--- src/rtl/fifo_push_arbiter.sv ---
// fifo_push_arbiter
//   Shares the push port of one DEPTH-entry FIFO between NREQ requesters.
//   Round-robin arbitration with bursts of up to BURST consecutive grants
//   to a requester that keeps requesting. A local occupancy count keeps the
//   arbiter from pushing into a full FIFO and filters pops on an empty one.
//
// Ports
//   clk        clock
//   rst        synchronous active-high reset
//   req        per-requester push request
//   data_in    requester data, slice i = data_in[i*WIDTH +: WIDTH]
//   gnt        one-hot grant (combinational, same cycle as the request)
//   fifo_push  push strobe to the FIFO (= |gnt)
//   fifo_data  data of the granted requester, 0 when nothing is granted
//   pop        downstream pop request
//   fifo_pop   qualified pop (pop while not empty)
//   full       cnt == DEPTH
//   empty      cnt == 0
//   cnt        registered occupancy
module fifo_push_arbiter #(
  parameter int NREQ   = 4,
  parameter int WIDTH  = 8,
  parameter int DEPTH  = 8,
  parameter int CNTWID = $clog2(DEPTH) + 1,
  parameter int BURST  = 2
) (
  input  logic                    clk,
  input  logic                    rst,
  input  logic [NREQ-1:0]         req,
  input  logic [NREQ*WIDTH-1:0]   data_in,
  output logic [NREQ-1:0]         gnt,
  output logic                    fifo_push,
  output logic [WIDTH-1:0]        fifo_data,
  input  logic                    pop,
  output logic                    fifo_pop,
  output logic                    full,
  output logic                    empty,
  output logic [CNTWID-1:0]       cnt
);

  localparam int PW = (NREQ > 1) ? $clog2(NREQ) : 1;
  localparam int BW = $clog2(BURST + 1);

  typedef enum logic {
    IDLE = 1'b0,
    HOLD = 1'b1
  } state_t;

  state_t              state_reg;
  logic [PW-1:0]       ptr_reg;
  logic [PW-1:0]       owner_reg;
  logic [BW-1:0]       bcnt_reg;
  logic [CNTWID-1:0]   cnt_reg;

  logic [PW-1:0]       pick;
  logic                pick_valid;
  logic [WIDTH-1:0]    masked [NREQ];

  // Pointer advance with wrap, valid for any NREQ (not only powers of two).
  function automatic logic [PW-1:0] ptr_inc(input logic [PW-1:0] x);
    return (x == PW'(NREQ - 1)) ? '0 : x + PW'(1);
  endfunction

  // Index k positions after base, modulo NREQ.
  function automatic logic [PW-1:0] rr_idx(input logic [PW-1:0] base, input int k);
    int s;
    s = int'(base) + k;
    if (s >= NREQ) s = s - NREQ;
    return PW'(s);
  endfunction

  assign full     = (cnt_reg == CNTWID'(DEPTH));
  assign empty    = (cnt_reg == '0);
  assign cnt      = cnt_reg;
  assign fifo_pop = pop & ~empty & ~rst;

  // First requester at or after ptr, wrapping.
  always_comb begin
    pick       = '0;
    pick_valid = 1'b0;
    for (int k = 0; k < NREQ; k++) begin
      if (!pick_valid && req[rr_idx(ptr_reg, k)]) begin
        pick       = rr_idx(ptr_reg, k);
        pick_valid = 1'b1;
      end
    end
  end

  // In HOLD only the owner may be granted; a dropped owner request yields
  // an empty cycle while the pointer moves on.
  always_comb begin
    gnt = '0;
    if (!rst && !full) begin
      if (state_reg == IDLE) begin
        if (pick_valid) gnt[pick] = 1'b1;
      end else if (req[owner_reg]) begin
        gnt[owner_reg] = 1'b1;
      end
    end
  end

  assign fifo_push = |gnt;

  for (genvar gi = 0; gi < NREQ; gi++) begin : g_mask
    assign masked[gi] = gnt[gi] ? data_in[gi*WIDTH +: WIDTH] : '0;
  end

  // One-hot grant makes an OR-reduction of the masked slices a clean mux.
  always_comb begin
    fifo_data = '0;
    for (int k = 0; k < NREQ; k++) fifo_data = fifo_data | masked[k];
  end

  always_ff @(posedge clk) begin
    if (rst) begin
      state_reg <= IDLE;
      ptr_reg   <= '0;
      owner_reg <= '0;
      bcnt_reg  <= '0;
      cnt_reg   <= '0;
    end else begin
      // Push is never issued when full and pop is gated when empty,
      // so this cannot overflow or underflow.
      cnt_reg <= cnt_reg + CNTWID'(fifo_push) - CNTWID'(fifo_pop);
      case (state_reg)
        IDLE: begin
          if (fifo_push) begin
            if (BURST > 1) begin
              state_reg <= HOLD;
              owner_reg <= pick;
              bcnt_reg  <= BW'(1);
            end else begin
              ptr_reg <= ptr_inc(pick);
            end
          end
        end
        HOLD: begin
          if (!req[owner_reg]) begin
            ptr_reg   <= ptr_inc(owner_reg);
            state_reg <= IDLE;
            bcnt_reg  <= '0;
          end else if (fifo_push) begin
            if (bcnt_reg + BW'(1) == BW'(BURST)) begin
              ptr_reg   <= ptr_inc(owner_reg);
              state_reg <= IDLE;
              bcnt_reg  <= '0;
            end else begin
              bcnt_reg <= bcnt_reg + BW'(1);
            end
          end
          // full with owner still requesting: hold, bcnt unchanged
        end
        default: state_reg <= IDLE;
      endcase
    end
  end

endmodule

--- config.mk ---
export PLATFORM = sky130hd
export DESIGN_NAME = fifo_push_arbiter
export DESIGN_NICKNAME = d
export VERILOG_FILES = /design/src/rtl/fifo_push_arbiter.sv
export SDC_FILE = /design/constraint.sdc
export NUM_CORES = 1
export LEC_CHECK = 0
export CORE_ASPECT_RATIO = 0.6
export CORE_MARGIN = 10
export CORE_UTILIZATION = 39
export DETAILED_ROUTE_END_ITERATION = 10
export PLACE_DENSITY = 0.81
export SYNTH_ARGS = -nofsm -noshare
export SYNTH_HDL_FRONTEND = slang
export SYNTH_SLANG_ARGS = --single-unit
--- constraint.sdc ---
create_clock -name clk -period 3.5 [get_ports clk]
set_clock_uncertainty 0.05 [all_clocks]
set_input_delay 0.525 -clock clk [delete_from_list [all_inputs] [get_ports clk]]
set_output_delay 0.525 -clock clk [all_outputs]
set_load 0.02 [all_outputs]
==> results of run 1 <==
==> area by class of cell <==
class | instances | area (sq um)
Timing Repair Buffer | 78 | 709
Fill cell | 188 | 674
Multi-Input combinational cell | 109 | 851
Inverter | 9 | 33.8
Clock buffer | 3 | 41.3
Tap cell | 32 | 40.0
Clock inverter | 1 | 5.00
Sequential cell | 11 | 220
==> layer usage <==
layer / vias up / GRT usage, % / share of wire [%]
met1: 630 / 17.2 / 40
li1: 657 / - / -
met4: 0 / 5.20 / 1.7
met3: 9 / 4.68 / 6.2
met2: 45 / 26.1 / 52
met5: - / 0 / 0
==> per-stage QoR <==
step / TNS (ns) / setup slack, ns / utilization [%] / hold WS [ns] / area, sq um
2_1_floorplan: 0 / 0.529 / - / 0.393 / 1080
3_3_place_gp: -3.58 / -0.471 / 71.0 / 0.410 / 1830
3_5_place_dp: -4.20 / -0.557 / 71.0 / 0.419 / 1830
4_1_cts: 0 / 0.0267 / 73.3 / 0.435 / 1890
5_1_grt: -0.00100 / -0.00100 / 73.8 / 0.445 / 1900
6_report: 0 / 0.119 / 73.8 / 0.431 / 1900
==> logic make-up after synthesis <==
family,after synthesis
and+or+nand+nor,51
AOI/OAI and AO/OA,38
buffers and inverters,13
adders and majority gates,11
DFF,11
muxes,7
xor gates and xnor gates,2
==> final timing paths <==
check / startpoint / to / slack [ns]
setup / recovery: req[2] / fifo_data[1] / 0.12
hold / removal: bcnt_reg[1] / bcnt_reg[1] / 0.43
setup reg to reg: owner_reg[1] / cnt[2] / 0.56
hold reg to reg: bcnt_reg[1] / bcnt_reg[1] / 0.43
==> timing repair <==
| item | CTS | global route |
|---|---|---|
| pin swaps | 1 | 0 |
| endpoints found under the setup margin | 11 | 10 |
| setup buffers | 1 | 0 |
| gates resized for setup | 14 | 18 |
==> report_power, final <==
| part | leakage (nW) | switching (mW) | internal (mW) | total (mW) |
|---|---|---|---|---|
| Clock | 0.0255 | 0.0505 | 0.0783 | 0.129 |
| Sequential | 0.0903 | 0.0620 | 0.167 | 0.229 |
| Combinational | 0.714 | 0.430 | 0.411 | 0.841 |
| Total | 0.830 | 0.542 | 0.656 | 1.20 |
==> cells in the mapped netlist, types with 2 or more instances <==
library cell / number
nand2_1: 13
dfxtp_1: 11
ha_1: 10
nor2_1: 10
inv_1: 9
o21ai_1: 9
a222oi_1: 8
nor2b_1: 8
mux2i_1: 5
nand2b_1: 5
nor3_1: 4
o32a_1: 3
o32ai_1: 3
a21oi_1: 2
and2_1: 2
and3_1: 2
clkbuf_1: 2
nor3b_1: 2
o21ai_0: 2
or2_1: 2
xnor2_1: 2
==> worst max-delay path, cell delays in order <==
cell and delay [ns]:
clkdlybuf4s50_1 0.50, nor2b_2 0.21, a21boi_1 0.23, o32ai_1 0.13, buf_4 0.17, o32a_1 0.28
nor2_1 0.09, buf_4 0.18, nand2_1 0.07, o21ai_1 0.07, dlygate4sd2_1 0.35
==> flow_summary.json, run 1 <==
{
  "final-max-slew-violation-count": 0,
  "antenna_cells": 0,
  "layout_common_cells": "45 x clkdlybuf4s50_1, 20 x buf_4, 13 x nand2_1",
  "post-route-period-util_pct": 96.6,
  "dp_hpwl_um": 3530,
  "post-place-cells": 238,
  "reg2regPathDepth": 12,
  "fp.dieW_um": 88.0,
  "dieArea_sq_mm": 0.00535,
  "synth-simple-area-share_pct": 23.8,
  "worst_pin_slew_ns": 0.538,
  "leakage_nw": 0.830,
  "drtPass1Iterations": 4,
  "die_h_um": 60.8,
  "grt_usage_pct": 15.0,
  "grt_first_pass_wirelength_um": 6380,
  "synthFlopType": "dfxtp_1",
  "wire_per_inst_um": 17.3,
  "avgSynthCellArea_sq_um": 8.13,
  "drtIter0Drc": 122,
  "synth.distinct_cells": 40,
  "outcome": "complete, no violations",
  "io_pins": 59,
  "p_per_area_mw_per_mm2": 630,
  "ctsHtreeMaxLevel": 1,
  "drtAntennaViolNets": 0,
  "insertion_delay_ns": 0.24,
  "start_util_pct": 42.0,
  "drcViolationCount": 0,
  "fin_crit_ns": 3.38,
  "critPathRequiredTime_ns": 2.92,
  "cap_violations": 0,
  "num_rows": 14,
  "startpoint_type": "input pin",
  "avgViaCountPerCell": 5.52,
  "grt_pass1_vias": 1318,
  "fin_cells": 243,
  "antenna_found_initial": 0,
  "syn_nets": 183,
  "synth_top_family_by_area": "compound AO/OA/AOI/OAI gates",
  "synth_area_sq_mm": 0.00108,
  "yosys-top-cells-area": "dfxtp_1 20%, ha_1 12%, a222oi_1 7.4%",
  "synth-compound-area-share_pct": 29.1,
  "cp_data_arrival_time_ns": 2.81,
  "clkSinkCount": 11,
  "cts_root_buf": "clkbuf_8",
  "area.growth.synth_to_final_pct": 75.8,
  "ir_drop_mv": 0.436,
  "total_power_mw": 1.20,
  "ys_seq_area_share_pct": 20.4,
  "synth_xor_area_share_pct": 1.62,
  "final-setup-viol-count": 0,
  "numCtsBuffers": 3,
  "whs_path_depth": 1,
  "synth-edff-count": 0,
  "gr-total-overflow": 0,
  "cp-end-kind": "output port",
  "layout_commonest_cell": "clkdlybuf4s50_1",
  "slew_headroom_pct": 64.1,
  "tritoncts": "done",
  "clkSlewWorstSetupHoldPaths_ns": 0.06,
  "drt_wl_total_um": 4210,
  "largest_reg_flops": 4,
  "grt_max_degree": 17,
  "worstPathMaxFanout": 9,
  "design.core.area_sq_mm": 0.00257,
  "gp_congestion": 0.856,
  "synthMuxAreaShare_pct": 7.06,
  "port_buffers": 58,
  "drive_above_1_share_pct": 20.4,
  "synth_cells": 133,
  "ctsLongestPathBuffers": 2,
  "clock.fmax_ghz": 0.296,
  "hold_class": "reg -> reg",
  "ys_warn_count": 0,
  "synth_top_cell_area_share_pct": 20.4,
  "synth_top_cell_by_area": "dfxtp_1",
  "dr_total_vias": 1341,
  "async_flop_share_pct": 0,
  "synth_seq_cells": 11,
  "synthAdderAreaFrac_pct": 13.4,
  "path_class": "in -> out",
  "cts_hold_buf": 0,
  "hold_violations": 0,
  "nets": 262
}
Power figures use the tool's default switching activity.
==> run 2, diff against run 1 <==
CORE_UTILIZATION = 42   (was 39)
PLACE_DENSITY = 0.86   (was 0.81)
clock period = 4.02 ns   (was 3.5 ns; I/O delays follow)
==> flow_summary.json, run 2 (synthesis results as in run 1) <==
{
  "design.core.area_sq_mm": 0.00249,
  "r2r_start": "owner_reg[1]",
  "clkSlewWorstSetupHoldPaths_ns": 0.05,
  "fp.dieW_um": 85.5,
  "nets": 249,
  "hold_violations": 0,
  "post-route-period-util_pct": 99.7,
  "cp_slowest_cell": "clkdlybuf4s50_1",
  "grt_first_pass_wirelength_um": 6370,
  "outcome": "complete, no violations",
  "antenna_found_initial": 0,
  "worstPathMaxFanout": 9,
  "numCtsBuffers": 3,
  "final-setup-viol-count": 0,
  "start_util_pct": 43.5,
  "p_per_area_mw_per_mm2": 581,
  "cp-end-kind": "output port",
  "drt_wl_total_um": 4540,
  "wire_per_inst_um": 19.7,
  "grt_pass1_vias": 1262,
  "layout_common_cells": "55 x clkdlybuf4s50_1, 13 x nand2_1, 11 x dfxtp_1",
  "slowest_delay_ns": 0.63,
  "drtIter0Drc": 219,
  "startpoint_type": "input pin",
  "grt_max_degree": 17,
  "ctsLongestPathBuffers": 2,
  "cp_data_arrival_time_ns": 3.35,
  "cts_root_buf": "clkbuf_8",
  "dpl_cell_area_sq_mm": 0.00173,
  "setup.worst_path.start": "req[2]",
  "ir_drop_mv": 0.409,
  "critPathRequiredTime_ns": 3.37,
  "gp_congestion": 0.863,
  "drcViolationCount": 0,
  "layout_commonest_cell": "clkdlybuf4s50_1",
  "hold_start": "bcnt_reg[1]",
  "drtAntennaViolNets": 0,
  "final-max-slew-violation-count": 0,
  "design_area_sq_mm": 0.00184,
  "worstPathCellList": "clkdlybuf4s50_1, nor2b_1, a21boi_1, o32ai_1, buf_4, o32a_1, nor2_1, buf_4, nand2_1, o21ai_1, clkdlybuf4s50_1",
  "clkSinkCount": 11,
  "worst_pin_slew_ns": 0.803,
  "antenna_cells": 0,
  "slew_headroom_pct": 46.0,
  "fin_crit_ns": 4.01,
  "dp_hpwl_um": 3430,
  "dr_total_vias": 1362,
  "insertion_delay_ns": 0.25,
  "tritoncts": "done",
  "dieArea_sq_mm": 0.00507,
  "drive_above_1_share_pct": 10.1,
  "leakage_nw": 0.747,
  "avgViaCountPerCell": 5.92,
  "largest_reg_flops": 4,
  "die_h_um": 59.3,
  "num_rows": 14,
  "cap_violations": 0,
  "ctsHtreeMaxLevel": 1,
  "clock.fmax_ghz": 0.250,
  "cts_hold_buf": 0,
  "port_buffers": 58,
  "tns_ns": 0,
  "path_class": "in -> out",
  "final_core_util_pct": 73.8,
  "drtPass1Iterations": 8,
  "hold_class": "reg -> reg",
  "area.growth.synth_to_final_pct": 69.9,
  "gr-total-overflow": 0,
  "io_pins": 59,
  "grt_usage_pct": 15.7
}
-- run 2: what timing repair did --
action	in CTS	in global routing
resized for setup	3	6
endpoints found under the setup margin	8	6
pin swaps	0	1
gates cloned	0	0
buffers inserted	0	1
-- run 2: report_power, final --
group,leakage (nW),internal [mW],total [mW],switching (mW)
Clock,0.0228,0.0699,0.115,0.0448
Combinational,0.634,0.357,0.750,0.392
Sequential,0.0903,0.145,0.202,0.0572
Total,0.747,0.572,1.07,0.494
-- run 2: final cells by class --
| cell class | instances | area, sq um |
|---|---|---|
| Tap cell | 32 | 40.0 |
| Timing Repair Buffer | 65 | 641 |
| Inverter | 9 | 33.8 |
| Clock buffer | 4 | 45.0 |
| Fill cell | 175 | 651 |
| Multi-Input combinational cell | 109 | 857 |
| Sequential cell | 11 | 220 |
-- run 2: worst max-delay path: cells and delay by family --
kind | cells | cell delay (ns)
buffers and inverters | 4 | 1.54
AOI/OAI and AO/OA | 4 | 0.83
and+or+nand+nor | 3 | 0.38
-- run 2: per-layer routing --
metal / up-vias / part of all wire [%] / GRT usage (%)
met5: - / 0 / 0
li1: 633 / - / -
met1: 653 / 40 / 18.3
met3: 17 / 4.9 / 2.75
met4: 0 / 2.6 / 6.31
met2: 59 / 53 / 28.1
-- run 2: metrics by stage --
stage          worst slack (ns)  power, mW  hold slack [ns]  cells
2_1_floorplan             0.893      0.610            0.393    133
3_3_place_gp            -0.0662      0.865            0.411    225
3_5_place_dp             -0.207      0.898            0.413    225
4_1_cts                   0.126       1.04            0.430    229
5_1_grt                  -0.135       1.12            0.437    230
6_report                 0.0122       1.07            0.429    230
-- run 2: path summary, 6_finish.rpt --
| kind | slack, ns | end | cells after the start |
|---|---|---|---|
| setup / recovery | 0.01 | fifo_data[3] | 11 |
| hold / removal | 0.43 | bcnt_reg[1] | 1 |
| setup reg to reg | 0.99 | cnt[2] | 12 |
| hold reg to reg | 0.43 | bcnt_reg[1] | 1 |
